## config.mk

```make
export PLATFORM = sky130hd
export DESIGN_NAME = fifo_uart_tx
export DESIGN_NICKNAME = d
export VERILOG_FILES = /design/src/rtl/fifo_uart_tx.sv
export SDC_FILE = /design/constraint.sdc
export NUM_CORES = 1
export LEC_CHECK = 0
export BUFFER_PORTS_ARGS = -buffer_cell sky130_fd_sc_hd__buf_2
export CORE_UTILIZATION = 62
export DETAILED_ROUTE_END_ITERATION = 6
export PLACE_DENSITY = 0.8
export REMOVE_ABC_BUFFERS = 1
export SETUP_SLACK_MARGIN = 0.3
export SKIP_CTS_REPAIR_TIMING = 1
export SYNTH_ARGS = -nofsm -noshare
export SYNTH_HDL_FRONTEND = slang
export SYNTH_SLANG_ARGS = --single-unit
```

## constraint.sdc

```tcl
create_clock -name clk -period 4.65 [get_ports clk]
set_input_delay 0.465 -clock clk [delete_from_list [all_inputs] [get_ports clk]]
set_output_delay 0.465 -clock clk [all_outputs]
set_load 0.02 [all_outputs]
```

## src/rtl/fifo_uart_tx.sv

```systemverilog
// FIFO-draining 8N1 UART transmitter: pops a byte, then shifts it out LSB first on txd.
// Optional even-parity bit is enabled by defining FIFO_UART_TX_PARITY_EN.
module fifo_uart_tx #(
    parameter int DATA_WIDTH   = 8,
    parameter int CLKS_PER_BIT = 16,
    parameter int CNT_WIDTH    = 16
) (
    input  logic                  clk,
    input  logic                  rst,
    input  logic                  tx_en,
    input  logic                  fifo_empty,
    output logic                  fifo_r_en,
    input  logic [DATA_WIDTH-1:0] fifo_r_data,
    output logic                  txd,
    output logic                  busy,
    output logic                  tx_done
);

    localparam logic [2:0] IDLE   = 3'd0;
    localparam logic [2:0] LOAD   = 3'd1;
    localparam logic [2:0] START  = 3'd2;
    localparam logic [2:0] DATA   = 3'd3;
`ifdef FIFO_UART_TX_PARITY_EN
    localparam logic [2:0] PARITY = 3'd4;
`endif
    localparam logic [2:0] STOP   = 3'd5;

    localparam int                   BIT_W    = (DATA_WIDTH > 1) ? $clog2(DATA_WIDTH) : 1;
    localparam logic [CNT_WIDTH-1:0] CNT_LAST = CNT_WIDTH'(CLKS_PER_BIT - 1);
    localparam logic [BIT_W-1:0]     BIT_LAST = BIT_W'(DATA_WIDTH - 1);

`ifdef FIFO_UART_TX_PARITY_EN
    function automatic logic even_parity(input logic [DATA_WIDTH-1:0] d);
        return ^d;
    endfunction
`endif

    logic [2:0]            state_q, state_d;
    logic [CNT_WIDTH-1:0]  cnt_q, cnt_d;
    logic [BIT_W-1:0]      bit_q, bit_d;
    logic [DATA_WIDTH-1:0] shift_q, shift_d;
    logic                  txd_q, txd_d;
    logic                  busy_q, busy_d;
    logic                  done_q, done_d;
    logic                  baud_end_s;
    logic                  pop_s;
`ifdef FIFO_UART_TX_PARITY_EN
    logic                  parity_q, parity_d;
`endif

    assign baud_end_s = (cnt_q == CNT_LAST);
    // A pop is only legal from IDLE or on the final STOP cycle, never during reset.
    assign pop_s = ~rst & tx_en & ~fifo_empty &
                   ((state_q == IDLE) | ((state_q == STOP) & baud_end_s));

    assign fifo_r_en = pop_s;
    assign txd       = txd_q;
    assign busy      = busy_q;
    assign tx_done   = done_q;

    // Frame sequencing.
    always_comb begin
        state_d = state_q;
        case (state_q)
            IDLE: begin
                if (pop_s) state_d = LOAD;
                else       state_d = IDLE;
            end
            LOAD: state_d = START;
            START: begin
                if (baud_end_s) state_d = DATA;
                else            state_d = START;
            end
            DATA: begin
                if (baud_end_s && (bit_q == BIT_LAST)) begin
`ifdef FIFO_UART_TX_PARITY_EN
                    state_d = PARITY;
`else
                    state_d = STOP;
`endif
                end else begin
                    state_d = DATA;
                end
            end
`ifdef FIFO_UART_TX_PARITY_EN
            PARITY: begin
                if (baud_end_s) state_d = STOP;
                else            state_d = PARITY;
            end
`endif
            STOP: begin
                if (baud_end_s) state_d = pop_s ? LOAD : IDLE;
                else            state_d = STOP;
            end
            default: state_d = IDLE;
        endcase
    end

    // Baud/bit counters, shift register and next values of the registered outputs.
    always_comb begin
        cnt_d   = cnt_q;
        bit_d   = bit_q;
        shift_d = shift_q;
        if ((state_d != state_q) || (state_q == IDLE) || baud_end_s) begin
            cnt_d = {CNT_WIDTH{1'b0}};
        end else begin
            cnt_d = cnt_q + CNT_WIDTH'(1);
        end
        if (state_q == LOAD) begin
            bit_d   = {BIT_W{1'b0}};
            shift_d = fifo_r_data;
        end else if ((state_q == DATA) && baud_end_s && (bit_q != BIT_LAST)) begin
            bit_d   = bit_q + BIT_W'(1);
            shift_d = shift_q >> 1;
        end else begin
            bit_d   = bit_q;
            shift_d = shift_q;
        end
`ifdef FIFO_UART_TX_PARITY_EN
        if (state_q == LOAD) parity_d = even_parity(fifo_r_data);
        else                 parity_d = parity_q;
`endif
        // txd is registered, so it is derived from the state being entered.
        case (state_d)
            START:   txd_d = 1'b0;
            DATA:    txd_d = shift_d[0];
`ifdef FIFO_UART_TX_PARITY_EN
            PARITY:  txd_d = parity_d;
`endif
            default: txd_d = 1'b1;
        endcase
        busy_d = (state_d != IDLE);
        done_d = (state_d == STOP) && (cnt_d == CNT_LAST);
    end

    // State and output registers with synchronous reset.
    always_ff @(posedge clk) begin
        if (rst) begin
            state_q  <= IDLE;
            cnt_q    <= {CNT_WIDTH{1'b0}};
            bit_q    <= {BIT_W{1'b0}};
            shift_q  <= {DATA_WIDTH{1'b0}};
            txd_q    <= 1'b1;
            busy_q   <= 1'b0;
            done_q   <= 1'b0;
`ifdef FIFO_UART_TX_PARITY_EN
            parity_q <= 1'b0;
`endif
        end else begin
            state_q  <= state_d;
            cnt_q    <= cnt_d;
            bit_q    <= bit_d;
            shift_q  <= shift_d;
            txd_q    <= txd_d;
            busy_q   <= busy_d;
            done_q   <= done_d;
`ifdef FIFO_UART_TX_PARITY_EN
            parity_q <= parity_d;
`endif
        end
    end

endmodule

```

==> flow_summary.json, run 1 <==
{
  "drv_cap": 0,
  "worst_setup_path_end_kind": "output pin",
  "h-tree-depth": 2,
  "status": "complete, no violations",
  "critPathLaunchType": "flip-flop",
  "clock-sinks": 33,
  "clock_power_share_pct": 41.5,
  "fin_crit_sh_pct": 59.7,
  "power_frac_seq_pct": 54.4,
  "clock.fmax_mhz": 360,
  "drive_gt1_share_pct": 15.6,
  "crit_type": "flip-flop to output pin",
  "synthTopCellsByArea": "dfxtp_1, nor2_1, mux2i_1",
  "wl_um": 3150,
  "wl_per_cell_um": 13.8,
  "ys_async_sr_fraction_pct": 0,
  "leakage_nw": 0.758,
  "rrSetupSlack_ns": 2.14,
  "layout_commonest_cell": "dfxtp_1",
  "dp_hpwl_um": 2270,
  "synthFlopType": "dfxtp_1",
  "whs_endpoint": "shift_q[7]",
  "io_buffer_count": 15,
  "synth_area_sq_um": 1690,
  "p_int_uw": 424,
  "crit_fanout": 7,
  "clk_pin_slew_worst_paths_ns": 0.10,
  "ys_seq_area_share_pct": 39.0,
  "vdd_drop_max_uv": 275,
  "core_sq_um": 2520,
  "syn_area_per_cell_sq_um": 9.06,
  "fin_setup_tns_ns": 0,
  "p_sw_uw": 108,
  "r2r_end": "tx_done",
  "fillers": 219,
  "grt-ovfl-total": 0,
  "die_w_um": 54.3,
  "yosys.area.top_type": "dfxtp_1",
  "cp_data_required_time_ns": 4.18,
  "ys_types": 47,
  "ant_nets": 0,
  "clk_path_buf_depth": 2,
  "clock_latency_ns": 0.32,
  "worst_slew_pin_slew_ns": 0.639,
  "cts_root_buf": "clkbuf_4",
  "final_nets": 213,
  "cts_tree": "done",
  "antenna_found_initial": 0,
  "synth_edf_count": 0,
  "cts_buffers": 5,
  "io_pins": 16,
  "via_per_inst": 5.98,
  "reg2regPathDepth": 6,
  "placed_cell_area_sq_um": 1740,
  "setup_ws_ns": 1.87,
  "design_area_sq_um": 1820,
  "arrival_ns": 2.31,
  "die-area_sq_um": 2950,
  "grt.total_usage_pct": 24.1,
  "min_path_cells": 3,
  "grt_setup_unrepaired": "false",
  "min_path_type": "input pin to flip-flop",
  "synth_cells": 187,
  "dr.pass1.iters": 4,
  "vias": 1370,
  "worstReg2RegStart": "cnt_q[0]",
  "antennaDiodeCount": 0,
  "die_y_um": 54.3,
  "finalPower_uw": 532,
  "place_congestion": 0.943,
  "synth_seq_cells": 33,
  "synth_top_area_share_pct": 39.0,
  "initial_core_util_pct": 67.2,
  "grt_max_degree": 18,
  "comb_power_share_pct": 4.1,
  "yosysWarnings": 0,
  "dpl_worst_slack_ns": 2.14,
  "grt_pass1_wl_um": 5060,
  "maxSlewViolCount": 0,
  "layout_common_cells": "dfxtp_1, nor2_1, buf_2, xnor2_1",
  "syn2layout_area_growth_pct": 7.61,
  "hold_viol_final": 0,
  "fin_crit_ns": 2.78,
  "hold_slack_ns": 0.371,
  "drt-initial-drc-count": 35,
  "grt_pass1_vias": 1195,
  "hp-start": "fifo_r_data[7]",
  "fin_worst_skew_ns": 0.00880,
  "setup_violations": 0,
  "core.rowCount": 18,
  "power_density_nw_per_um2": 292,
  "netSwitchingFraction_pct": 20.3,
  "drc": 0,
  "relSlewSlack_pct": 56.3
}
## registers in the layout (all words and copies together) (netlist names)
name,count
busy,1
tx_done,1
cnt_q,16
state_q,3
bit_q,3
txd,1
shift_q,8
## routing by layer
| metal | vias up | GRT usage (%) | share of wire (%) |
|---|---|---|---|
| met5 | - | 0 | 0 |
| met4 | 0 | 8.55 | 0.89 |
| met3 | 4 | 6.11 | 3.6 |
| met2 | 26 | 37.8 | 47 |
| met1 | 639 | 31.8 | 49 |
| li1 | 701 | - | - |
## Yosys cell counts (4+ instances only)
library cell  count
a211oi_1          7
clkbuf_1          6
dfxtp_1          33
inv_1             4
mux2i_1           8
nand2_1           8
nand3_1           5
nand4_1           7
nor2_1           29
nor3_1            6
nor4_1            4
xnor2_1           9
xor2_1            6
## power by group through the flow
stage | combinational [mW] | clock, mW | sequential [mW]
2_1_floorplan | 0.0107 | 0 | 0.296
3_3_place_gp | 0.0208 | 0 | 0.296
3_5_place_dp | 0.0218 | 0 | 0.296
4_1_cts | 0.0219 | 0.227 | 0.289
5_1_grt | 0.0244 | 0.237 | 0.290
6_report | 0.0217 | 0.221 | 0.289
## logic make-up after synthesis
family | share of synthesized area (%)
buf+inv | 4.95
fa+ha+maj | 2.22
compound gates | 12.3
xor+xnor | 7.76
simple gates | 29.0
flops | 39.0
mux | 4.73
## per-stage QoR
| step | cells | utilization (%) |
|---|---|---|
| 4_1_cts | 229 | 72.3 |
| 3_5_place_dp | 221 | 68.9 |
| 2_1_floorplan | 176 | - |
| 3_3_place_gp | 221 | 68.9 |
| 5_1_grt | 229 | 72.3 |
| 6_report | 229 | 72.3 |
## layout make-up
class	instances	area [sq um]	share of cell area (%)
Timing Repair Buffer	15	75.1	4.12
Tap cell	30	37.5	2.06
Clock buffer	7	55.1	3.02
Multi-Input combinational cell	139	950	52.1
Inverter	4	15.0	0.824
Sequential cell	33	661	36.2
Clock inverter	1	30.0	1.65
## worst max-delay path by stage
| stage | start | end |
|---|---|---|
| 6_report | cnt_q[4] | fifo_r_en |
| 5_1_grt | cnt_q[0] | fifo_r_en |
| 4_1_cts | cnt_q[4] | fifo_r_en |
| 3_5_place_dp | cnt_q[0] | tx_done |
| 3_3_place_gp | cnt_q[0] | tx_done |
| 2_1_floorplan | cnt_q[4] | fifo_r_en |
## critical path: stages, from the launching register on
cell     delay [ns]
dfxtp_1        0.38
or4_4          0.56
nor4_4         0.42
and2_1         0.21
a21oi_1        0.07
nor3_1         0.17
buf_2          0.19
Note: power is estimated with default switching activity, not from simulation.
==> run 2: changes to the inputs <==
--- a/config.mk
+++ b/config.mk
@@ -6,9 +6,9 @@
 export NUM_CORES = 1
 export LEC_CHECK = 0
 export BUFFER_PORTS_ARGS = -buffer_cell sky130_fd_sc_hd__buf_2
-export CORE_UTILIZATION = 62
+export CORE_UTILIZATION = 58
 export DETAILED_ROUTE_END_ITERATION = 6
-export PLACE_DENSITY = 0.8
+export PLACE_DENSITY = 0.75
 export REMOVE_ABC_BUFFERS = 1
 export SETUP_SLACK_MARGIN = 0.3
 export SKIP_CTS_REPAIR_TIMING = 1
==> constraint.sdc (replaced) <==
create_clock -name clk -period 2.6 [get_ports clk]
set_input_delay 0.26 -clock clk [delete_from_list [all_inputs] [get_ports clk]]
set_output_delay 0.26 -clock clk [all_outputs]
set_load 0.02 [all_outputs]
==> run 2 against run 1 <==
Hold slack worse by 0.23 ns. Via count is 5.1% higher. Combinational power is 81% higher. Non-clock buffer count is 8 higher. Flip-flop and latch count stayed put. Die area is 6.6% higher. Critical path type unchanged. Largest power group unchanged. Highest routed layer unchanged.
==> flow_summary.json, run 2 (synthesis results as in run 1) <==
{
  "status": "complete, no violations",
  "die_w_um": 56.0,
  "fin_worst_skew_ns": 0.0142,
  "hold_viol_final": 0,
  "setup_violations": 0,
  "dr.pass1.iters": 4,
  "cp_slowest_cell": "or4_4",
  "die-area_sq_um": 3140,
  "fin_crit_sh_pct": 93.3,
  "arrival_ns": 2.17,
  "wl_per_cell_um": 14.2,
  "worstReg2RegStart": "cnt_q[9]",
  "clk_path_buf_depth": 2,
  "grt.total_usage_pct": 22.9,
  "slowest_delay_ns": 0.54,
  "clock.fmax_mhz": 412,
  "vdd_drop_max_uv": 448,
  "wl_um": 3380,
  "core_sq_um": 2760,
  "leakage_nw": 0.787,
  "fillers": 227,
  "reg2regPathDepth": 7,
  "core.rowCount": 19,
  "dp_hpwl_um": 2260,
  "hp-start": "fifo_r_data[7]",
  "cts_buffers": 5,
  "setup_ws_ns": 0.175,
  "place_congestion": 0.828,
  "final_nets": 221,
  "drc": 0,
  "whs_endpoint": "shift_q[7]",
  "clock_latency_ns": 0.35,
  "grt-ovfl-total": 0,
  "worst_slew_pin_slew_ns": 0.431,
  "antennaDiodeCount": 0,
  "clk_pin_slew_worst_paths_ns": 0.11,
  "final_util_pct": 68.3,
  "r2r_end": "shift_q[5]",
  "vias": 1440,
  "top_regs": "cnt_q x16, shift_q x8",
  "ant_nets": 0,
  "rrSetupSlack_ns": 0.31,
  "via_per_inst": 6.05,
  "layout_commonest_cell": "nor2_1",
  "antenna_found_initial": 0,
  "initial_core_util_pct": 61.4,
  "fin_crit_ns": 2.43,
  "clock-sinks": 33,
  "worst_setup_path_end_kind": "output pin",
  "grt_max_degree": 18,
  "power_density_nw_per_um2": 446,
  "largest_register_ff_count": 16,
  "crit_fanout": 4,
  "drv_cap": 0,
  "crit_type": "flip-flop to output pin",
  "grt_pass1_wl_um": 5530,
  "h-tree-depth": 2,
  "top_register": "cnt_q",
  "grt_setup_unrepaired": "true",
  "cp_data_required_time_ns": 2.34,
  "min_path_cells": 3,
  "syn2layout_area_growth_pct": 11.2,
  "drive_gt1_share_pct": 24.2,
  "io_pins": 16,
  "cts_tree": "done",
  "path_cells": "or4_4, nor4_4, and2_4, a21oi_2, nor3_1, buf_2",
  "maxSlewViolCount": 0,
  "relSlewSlack_pct": 71.2,
  "io_buffer_count": 15,
  "layout_common_cells": "nor2_1, dfxtp_1, buf_2, xnor2_1",
  "drt-initial-drc-count": 64,
  "dpl_worst_slack_ns": 0.231,
  "min_path_type": "input pin to flip-flop",
  "die_y_um": 56.0,
  "grt_pass1_vias": 1302,
  "cts_root_buf": "clkbuf_4",
  "critPathLaunchType": "flip-flop"
}
run 2: changes by cell type in the layout (fill, tap and decap cells not counted), sizes merged:
cell / delta
buf: +8
bufinv: -1
clkbuf: -2
clkinv: +2
clkinvlp: +1
run 2: critical path, delay by kind of cell, from the launching register on:
kind / cells / cell delay, ns
AND/OR/NAND/NOR: 4 / 1.23
flip-flops: 1 / 0.37
buffers and inverters: 1 / 0.19
AO/OA/AOI/OAI: 1 / 0.05
run 2: final cells by class:
cell class                      count  area (sq um)  share of cell area, %
Tap cell                           31          38.8                   2.06
Clock buffer                        5          37.5                   1.99
Sequential cell                    33           673                   35.7
Clock inverter                      3          17.5                  0.930
Multi-Input combinational cell    139           962                   51.1
Inverter                            4          15.0                  0.797
Timing Repair Buffer               23           139                   7.38
run 2: through the flow:
step | power, mW | TNS [ns] | hold slack (ns) | instances | instance area, sq um
6_report | 0.840 | 0 | 0.139 | 238 | 1880
3_3_place_gp | 0.566 | 0 | 0.463 | 225 | 1760
2_1_floorplan | 0.549 | 0 | 0.329 | 176 | 1630
3_5_place_dp | 0.568 | 0 | 0.474 | 225 | 1760
4_1_cts | 0.853 | -0.0608 | 0.130 | 233 | 1820
5_1_grt | 0.870 | 0 | 0.141 | 238 | 1880
run 2: how the worst max path moves through the flow:
| stage | start | to | cells past startpoint |
|---|---|---|---|
| final | cnt_q[9] | fifo_r_en | 6 |
| after global routing | cnt_q[9] | fifo_r_en | 6 |
| after CTS | cnt_q[4] | fifo_r_en | 6 |
| after detailed placement | cnt_q[4] | cnt_q[8] | 5 |
| after global placement | cnt_q[4] | cnt_q[8] | 5 |
| after floorplan | cnt_q[4] | fifo_r_en | 5 |
run 2: layer usage:
metal / wire, um / vias to the layer above / GRT usage [%]
met3: 193 / 11 / 5.12
met2: 1550 / 53 / 35.5
li1: - / 719 / -
met5: 0 / - / 0
met1: 1550 / 657 / 28.8
met4: 86 / 0 / 14.3
run 2: report_power, final:
part | total, mW | switching, mW | leakage (nW) | internal [mW]
Clock | 0.285 | 0.183 | 0.0310 | 0.102
Combinational | 0.0393 | 0.0226 | 0.486 | 0.0168
Sequential | 0.516 | 0.00519 | 0.270 | 0.510
Total | 0.840 | 0.211 | 0.787 | 0.629
